## config.mk

```make
export PLATFORM = sky130hd
export DESIGN_NAME = cacheline_mem_arbiter
export DESIGN_NICKNAME = d
export VERILOG_FILES = /design/src/rtl/cacheline_mem_arbiter.sv
export SDC_FILE = /design/constraint.sdc
export NUM_CORES = 2
export LEC_CHECK = 0
export BUFFER_PORTS_ARGS = -buffer_cell sky130_fd_sc_hd__buf_4
export CAP_MARGIN = 20
export CORE_AREA = 2 2 533 535
export CTS_CLUSTER_SIZE = 16
export DETAILED_ROUTE_END_ITERATION = 10
export DIE_AREA = 0 0 535 537
export RECOVER_POWER = 25
export SLEW_MARGIN = 20
export SYNTH_ARGS = -nofsm -noshare
export SYNTH_HDL_FRONTEND = slang
export SYNTH_SLANG_ARGS = --single-unit
export TNS_END_PERCENT = 100
```

## constraint.sdc

```tcl
create_clock -name clk -period 1.82 [get_ports clk]
set_clock_uncertainty 0.2 [all_clocks]
set_input_delay 0.182 -clock clk [delete_from_list [all_inputs] [get_ports clk]]
set_output_delay 0.182 -clock clk [all_outputs]
set_load 0.01 [all_outputs]
```

## src/rtl/cacheline_mem_arbiter.sv

```systemverilog
// -----------------------------------------------------------------------------
// cacheline_mem_arbiter
//
// Shares one line-wide downstream memory port (dfp) between the instruction-side
// line buffer (read-only) and the data cache (read/write). One line request is
// accepted at a time. Its address and write data are latched, and the dfp request
// is held until dfp_resp. The returned line then goes to the owning requester
// together with a one-cycle response pulse. Every output comes from a flop.
//
// Optional feature: define MEM_ARB_RR_EN to select round-robin arbitration on
// simultaneous requests. When it is undefined, the D side has fixed priority.
//
// State table:
//   state   | meaning
//   IDLE    | sample imem/dmem requests each edge and grant one
//   SERVE_I | dfp read in flight on behalf of the I side
//   SERVE_D | dfp read or write in flight on behalf of the D side
//   RESP    | one-cycle response pulse to the owner, then back to IDLE
//
// Ports:
//   clk, rst               clock, synchronous active-high reset
//   imem_read/addr         I-side line read request (held until imem_resp)
//   imem_rdata/resp        returned line and one-cycle completion pulse
//   dmem_read/write/addr   D-side line request (held until dmem_resp)
//   dmem_wdata             D-side writeback line
//   dmem_rdata/resp        returned line and one-cycle completion pulse
//   dfp_addr               downstream line address (offset bits forced to 0)
//   dfp_read/write/wdata   downstream request, held until dfp_resp
//   dfp_rdata/resp         downstream read data and completion
//   arb_busy               high whenever the arbiter is not in IDLE
// -----------------------------------------------------------------------------
module cacheline_mem_arbiter #(
    parameter int ADDR_WIDTH = 32,
    parameter int LINE_WIDTH = 256
) (
    input  logic                  clk,
    input  logic                  rst,
    input  logic                  imem_read,
    input  logic [ADDR_WIDTH-1:0] imem_addr,
    output logic [LINE_WIDTH-1:0] imem_rdata,
    output logic                  imem_resp,
    input  logic                  dmem_read,
    input  logic                  dmem_write,
    input  logic [ADDR_WIDTH-1:0] dmem_addr,
    input  logic [LINE_WIDTH-1:0] dmem_wdata,
    output logic [LINE_WIDTH-1:0] dmem_rdata,
    output logic                  dmem_resp,
    output logic [ADDR_WIDTH-1:0] dfp_addr,
    output logic                  dfp_read,
    output logic                  dfp_write,
    output logic [LINE_WIDTH-1:0] dfp_wdata,
    input  logic [LINE_WIDTH-1:0] dfp_rdata,
    input  logic                  dfp_resp,
    output logic                  arb_busy
);

    localparam int OFFSET_BITS = $clog2(LINE_WIDTH / 8);

    localparam logic [1:0] IDLE    = 2'd0;
    localparam logic [1:0] SERVE_I = 2'd1;
    localparam logic [1:0] SERVE_D = 2'd2;
    localparam logic [1:0] RESP    = 2'd3;

    logic [1:0]            state_q,      state_d;
    logic [ADDR_WIDTH-1:0] dfp_addr_q,   dfp_addr_d;
    logic [LINE_WIDTH-1:0] dfp_wdata_q,  dfp_wdata_d;
    logic                  dfp_read_q,   dfp_read_d;
    logic                  dfp_write_q,  dfp_write_d;
    logic [LINE_WIDTH-1:0] imem_rdata_q, imem_rdata_d;
    logic [LINE_WIDTH-1:0] dmem_rdata_q, dmem_rdata_d;
    logic                  imem_resp_q,  imem_resp_d;
    logic                  dmem_resp_q,  dmem_resp_d;
    logic                  arb_busy_q,   arb_busy_d;

    logic d_req;
    logic i_req;
    logic pick_d;

    assign d_req = dmem_read | dmem_write;
    assign i_req = imem_read;

`ifdef MEM_ARB_RR_EN
    localparam logic GRANT_I = 1'b0;
    localparam logic GRANT_D = 1'b1;

    logic last_grant_q, last_grant_d;

    // On a conflict, serve the side that did not win the previous grant.
    always_comb begin
        if (d_req && i_req) begin
            pick_d = (last_grant_q == GRANT_I);
        end else begin
            pick_d = d_req;
        end
    end

    always_comb begin
        last_grant_d = last_grant_q;
        if (state_q == IDLE && (d_req || i_req)) begin
            last_grant_d = pick_d ? GRANT_D : GRANT_I;
        end
    end

    always_ff @(posedge clk) begin
        if (rst) begin
            last_grant_q <= GRANT_D;
        end else begin
            last_grant_q <= last_grant_d;
        end
    end
`else
    always_comb begin
        pick_d = d_req;
    end
`endif

    always_comb begin
        state_d      = state_q;
        dfp_addr_d   = dfp_addr_q;
        dfp_wdata_d  = dfp_wdata_q;
        dfp_read_d   = dfp_read_q;
        dfp_write_d  = dfp_write_q;
        imem_rdata_d = imem_rdata_q;
        dmem_rdata_d = dmem_rdata_q;
        imem_resp_d  = 1'b0;
        dmem_resp_d  = 1'b0;
        arb_busy_d   = arb_busy_q;

        case (state_q)
            IDLE: begin
                if (d_req || i_req) begin
                    arb_busy_d = 1'b1;
                    if (pick_d) begin
                        state_d     = SERVE_D;
                        dfp_addr_d  = {dmem_addr[ADDR_WIDTH-1:OFFSET_BITS], {OFFSET_BITS{1'b0}}};
                        dfp_wdata_d = dmem_wdata;
                        dfp_write_d = dmem_write;
                        dfp_read_d  = ~dmem_write;
                    end else begin
                        state_d     = SERVE_I;
                        dfp_addr_d  = {imem_addr[ADDR_WIDTH-1:OFFSET_BITS], {OFFSET_BITS{1'b0}}};
                        dfp_write_d = 1'b0;
                        dfp_read_d  = 1'b1;
                    end
                end
            end
            SERVE_I, SERVE_D: begin
                if (dfp_resp) begin
                    state_d     = RESP;
                    dfp_read_d  = 1'b0;
                    dfp_write_d = 1'b0;
                    // The response flop is set here so the pulse lines up with RESP.
                    if (state_q == SERVE_I) begin
                        imem_rdata_d = dfp_rdata;
                        imem_resp_d  = 1'b1;
                    end else begin
                        dmem_rdata_d = dfp_rdata;
                        dmem_resp_d  = 1'b1;
                    end
                end
            end
            RESP: begin
                state_d    = IDLE;
                arb_busy_d = 1'b0;
            end
            default: begin
                state_d    = IDLE;
                arb_busy_d = 1'b0;
            end
        endcase
    end

    always_ff @(posedge clk) begin
        if (rst) begin
            state_q      <= IDLE;
            dfp_addr_q   <= '0;
            dfp_wdata_q  <= '0;
            dfp_read_q   <= 1'b0;
            dfp_write_q  <= 1'b0;
            imem_rdata_q <= '0;
            dmem_rdata_q <= '0;
            imem_resp_q  <= 1'b0;
            dmem_resp_q  <= 1'b0;
            arb_busy_q   <= 1'b0;
        end else begin
            state_q      <= state_d;
            dfp_addr_q   <= dfp_addr_d;
            dfp_wdata_q  <= dfp_wdata_d;
            dfp_read_q   <= dfp_read_d;
            dfp_write_q  <= dfp_write_d;
            imem_rdata_q <= imem_rdata_d;
            dmem_rdata_q <= dmem_rdata_d;
            imem_resp_q  <= imem_resp_d;
            dmem_resp_q  <= dmem_resp_d;
            arb_busy_q   <= arb_busy_d;
        end
    end

    assign dfp_addr   = dfp_addr_q;
    assign dfp_wdata  = dfp_wdata_q;
    assign dfp_read   = dfp_read_q;
    assign dfp_write  = dfp_write_q;
    assign imem_rdata = imem_rdata_q;
    assign dmem_rdata = dmem_rdata_q;
    assign imem_resp  = imem_resp_q;
    assign dmem_resp  = dmem_resp_q;
    assign arb_busy   = arb_busy_q;

`ifndef SYNTHESIS
    a_d_rw_exclusive: assert property (@(posedge clk) disable iff (rst)
        !(dmem_read && dmem_write));
    a_i_req_held: assert property (@(posedge clk) disable iff (rst)
        (state_q == SERVE_I) |-> imem_read);
    a_d_req_held: assert property (@(posedge clk) disable iff (rst)
        (state_q == SERVE_D) |-> (dmem_read || dmem_write));
    a_dfp_resp_in_serve: assert property (@(posedge clk) disable iff (rst)
        dfp_resp |-> (state_q == SERVE_I || state_q == SERVE_D));
`endif

endmodule
```

==> results.yml <==
yosys:
  synth_seq_area_share: 0.5769
  synth_common_cells: "nand2_1 (1566), dfxtp_1 (802), a21oi_1 (771)"
  syn_inst: 3536
  synth_warnings: 0
  synth-edff-count: 0
  ys_types: 33
  synth_area_sq_um: 27830
  synth_flop_cell: "dfxtp_1"
  ys_async_sr_fraction: 0
  yosys.area.top_type: "dfxtp_1"
  synth_top_area_share: 0.5769
  synth_top_family_by_area: "simple AND/OR/NAND/NOR gates"
  synth_area_per_cell_sq_um: 7.871
  synth-seq-cells: 802
  muxShareOfSynthArea: 0.0003596
  synthTopCellsByArea: "dfxtp_1 (58%), nand2_1 (21%), a21oi_1 (14%), buf_2 (2.2%), clkbuf_1 (1.8%)"
  synth_compound_area_frac: 0.1551
  synthAdderAreaFrac: 0.002248
  synthSimpleGateAreaFrac: 0.2176
  synth_xor_area_frac: 0
  synthMostInstantiatedCell: "nand2_1"
clock_network:
  cts_buffers: 99
  clk_latency_ns: 0.80
  cts_tree: "done"
  max-clock-path-buffers: 4
  cts_max_level: 3
  clock-sinks: 802
  cts_root_buf: "clkbuf_16"
  cts.clk_slew.worst_paths_ns: 0.06
run_status:
  status: "complete, but fails checks"
  violations: "setup timing"
final_layout:
  seq_area_sq_um: 16090
  multi_input_area_sq_um: 11390
  syn2layout_area_growth_pct: 112.6
  utilization: 0.2103
  num-fill-cells: 30653
  drive_gt1_frac: 0.2944
  nets: 6621
  final_cell_area_sq_um: 59160
timing:
  max_freq_mhz: 484.8
  slew-limit-headroom: 0.6366
  min_period_ns: 2.063
  slew_violations: 0
  tightest_slew_ns: 0.5375
  setup_viol: 487
  hold_viol: 0
  tns_ns: -42.16
  final.setup.worst_slack_ns: -0.2429
  rsz0062_at_grt: "yes"
  period_share: 1.133
setup_path:
  end_kind: "flip-flop"
  cp.required_ns: 2.34
  critPathKind: "reg -> reg"
  crit_path_start_kind: "flip-flop"
  worstPathCellList: "buf_4 > ha_2 > and2_4 > buf_12 > clkbuf_16 > buf_4 > nand2_1 > a21oi_1"
  slowest_stage: "dfxtp_2"
  cp_common_cell: "buf_4"
  slowest_delay_ns: 0.35
  path_max_fanout: 10
  cp.arrival_ns: 2.58
floorplanning:
  num_rows: 195
  dieHeight_microns: 537
  start_util: 0.09893
  num_io_pins: 1387
  core_area_sq_um: 281300
  die_w_microns: 535
  die_area_sq_um: 287300
placement:
  hpwlAfterDp_mm: 162.8
  gp_congestion: 0.9197
  io_buffers: 1371
  placed_area_sq_um: 43680
power:
  switching_share: 0.3740
  comb_power_share: 0.405
  p_per_area_nw_per_um2: 1240
  ir_drop_mv: 0.8512
  netSwitchingPower_mw: 27.44
  p_clk_frac: 0.282
  total_power_mw: 73.35
  p_int_mw: 45.92
  power.leakage_nw: 23.67
  power.share.sequential: 0.313
min_path:
  hold_path_class: "in -> reg"
grt:
  antenna_found_initial: 75
  grt_pass1_vias: 35024
  grt_first_pass_wirelength_mm: 277.9
  grt_max_degree: 55
  grt.overflow.total: 0
  grt_usage: 0.1380
drt:
  dr.pass1.iters: 7
  wirelength_mm: 217.8
  avgRoutedWirePerCell_microns: 22.04
  drc: 0
  antenna_left: 0
  vias: 35998
  viasPerCell: 3.642
  dr.first_iter.drc_count: 2220
run:
  cap_violations: 0
critical path, delay by kind of cell (launching register included):
family,cells,cell delay (ns)
AND/OR/NAND/NOR,2,0.35
adder cells (fa/ha/maj),1,0.22
buffers and inverters,4,0.66
AO/OA/AOI/OAI,1,0.17
flip-flops,1,0.35
final timing paths:
| path | from | to | slack, ns | depth (start not counted) |
|---|---|---|---|---|
| worst max register to register | state_q[0] | imem_rdata[138] | -0.24 | 8 |
| worst max-delay path | state_q[0] | imem_rdata[138] | -0.24 | 8 |
| worst min register to register | imem_rdata[199] | imem_rdata[199] | 0.25 | 2 |
| worst min-delay path | dmem_wdata[107] | dfp_wdata[107] | 0.07 | 4 |
flip-flops by register name (all words and copies together) (netlist names):
name	flops
dfp_wdata	256
dmem_rdata	256
imem_rdata	256
dfp_addr	27
state_q	2
arb_busy	1
dfp_read	1
dfp_write	1
dmem_resp	1
imem_resp	1
cells by family (layout without fill, tap and decap cells):
logic type / Yosys count / after routing
buffers and inverters: 285 / 2852
other: 1 / 38
flip-flops: 802 / 802
AND/OR/NAND/NOR: 1605 / 1605
multiplexers: 1 / 1
AO/OA/AOI/OAI: 837 / 837
adder cells (fa/ha/maj): 5 / 5
through the flow:
step / hold WS, ns / std cells / setup WS, ns
finish: 0.06865 / 9883 / -0.2429
global route: 0.01572 / 9862 / -0.2746
CTS: 0.001325 / 9814 / -0.2129
detailed placement: 0.2345 / 8570 / -0.1381
global placement: 0.2278 / 8570 / -0.09800
floorplan: 0.1180 / 3540 / 0.04278
cell type report:
type,count,share of cell area
clock inverter,43,0.009073
inverter,4,0.0002961
clock buffer,131,0.04712
tap,3743,0.07916
multi-input combinational,2453,0.1925
timing repair buffer,2674,0.3985
sequential,802,0.2720
antenna,33,0.001396
power groups by stage:
stage,clock network (mW),logic (mW),registers (mW)
after floorplan,0,8.62,24.3
after global placement,0,24.0,23.1
after detailed placement,0,24.1,23.2
after CTS,21.2,27.4,22.9
after global routing,21.8,31.6,23.3
final,20.7,29.7,23.0
cells in the final DEF, fill, tap and decap left out, drive strengths merged, types with 5 or more instances in the layout:
| cell type | Yosys | routed |
|---|---|---|
| ha | 5 | 5 |
| clkinvlp | 0 | 6 |
| nand2 | 1566 | 1566 |
| bufinv | 0 | 9 |
| nor2 | 30 | 30 |
| inv | 4 | 10 |
| conb | 1 | 5 |
| dlygate4sd3 | 0 | 1055 |
| a311oi | 27 | 27 |
| dfxtp | 802 | 802 |
| o21ai | 31 | 31 |
| clkbuf | 130 | 349 |
| a21oi | 771 | 771 |
| diode | 0 | 33 |
| buf | 151 | 1401 |
| clkinv | 0 | 22 |
per-layer routing:
metal / part of all wire / track usage
met1: 0.37 / 0.1522
met5: 0.0017 / 0
met3: 0.12 / 0.06650
met4: 0.069 / 0.07786
met2: 0.44 / 0.2164
repair_timing:
| item | 4_1_cts | 5_1_grt |
|---|---|---|
| pin swaps | 13 | 81 |
| gates cloned | 5 | 19 |
| resized for setup | 99 | 250 |
| setup endpoints to repair | 592 | 707 |
| endpoints found under the hold margin | 802 | 0 |
| setup buffers | 12 | 18 |
| hold buffers | 1055 | 0 |
No activity file was read; power rests on OpenSTA's default activity.
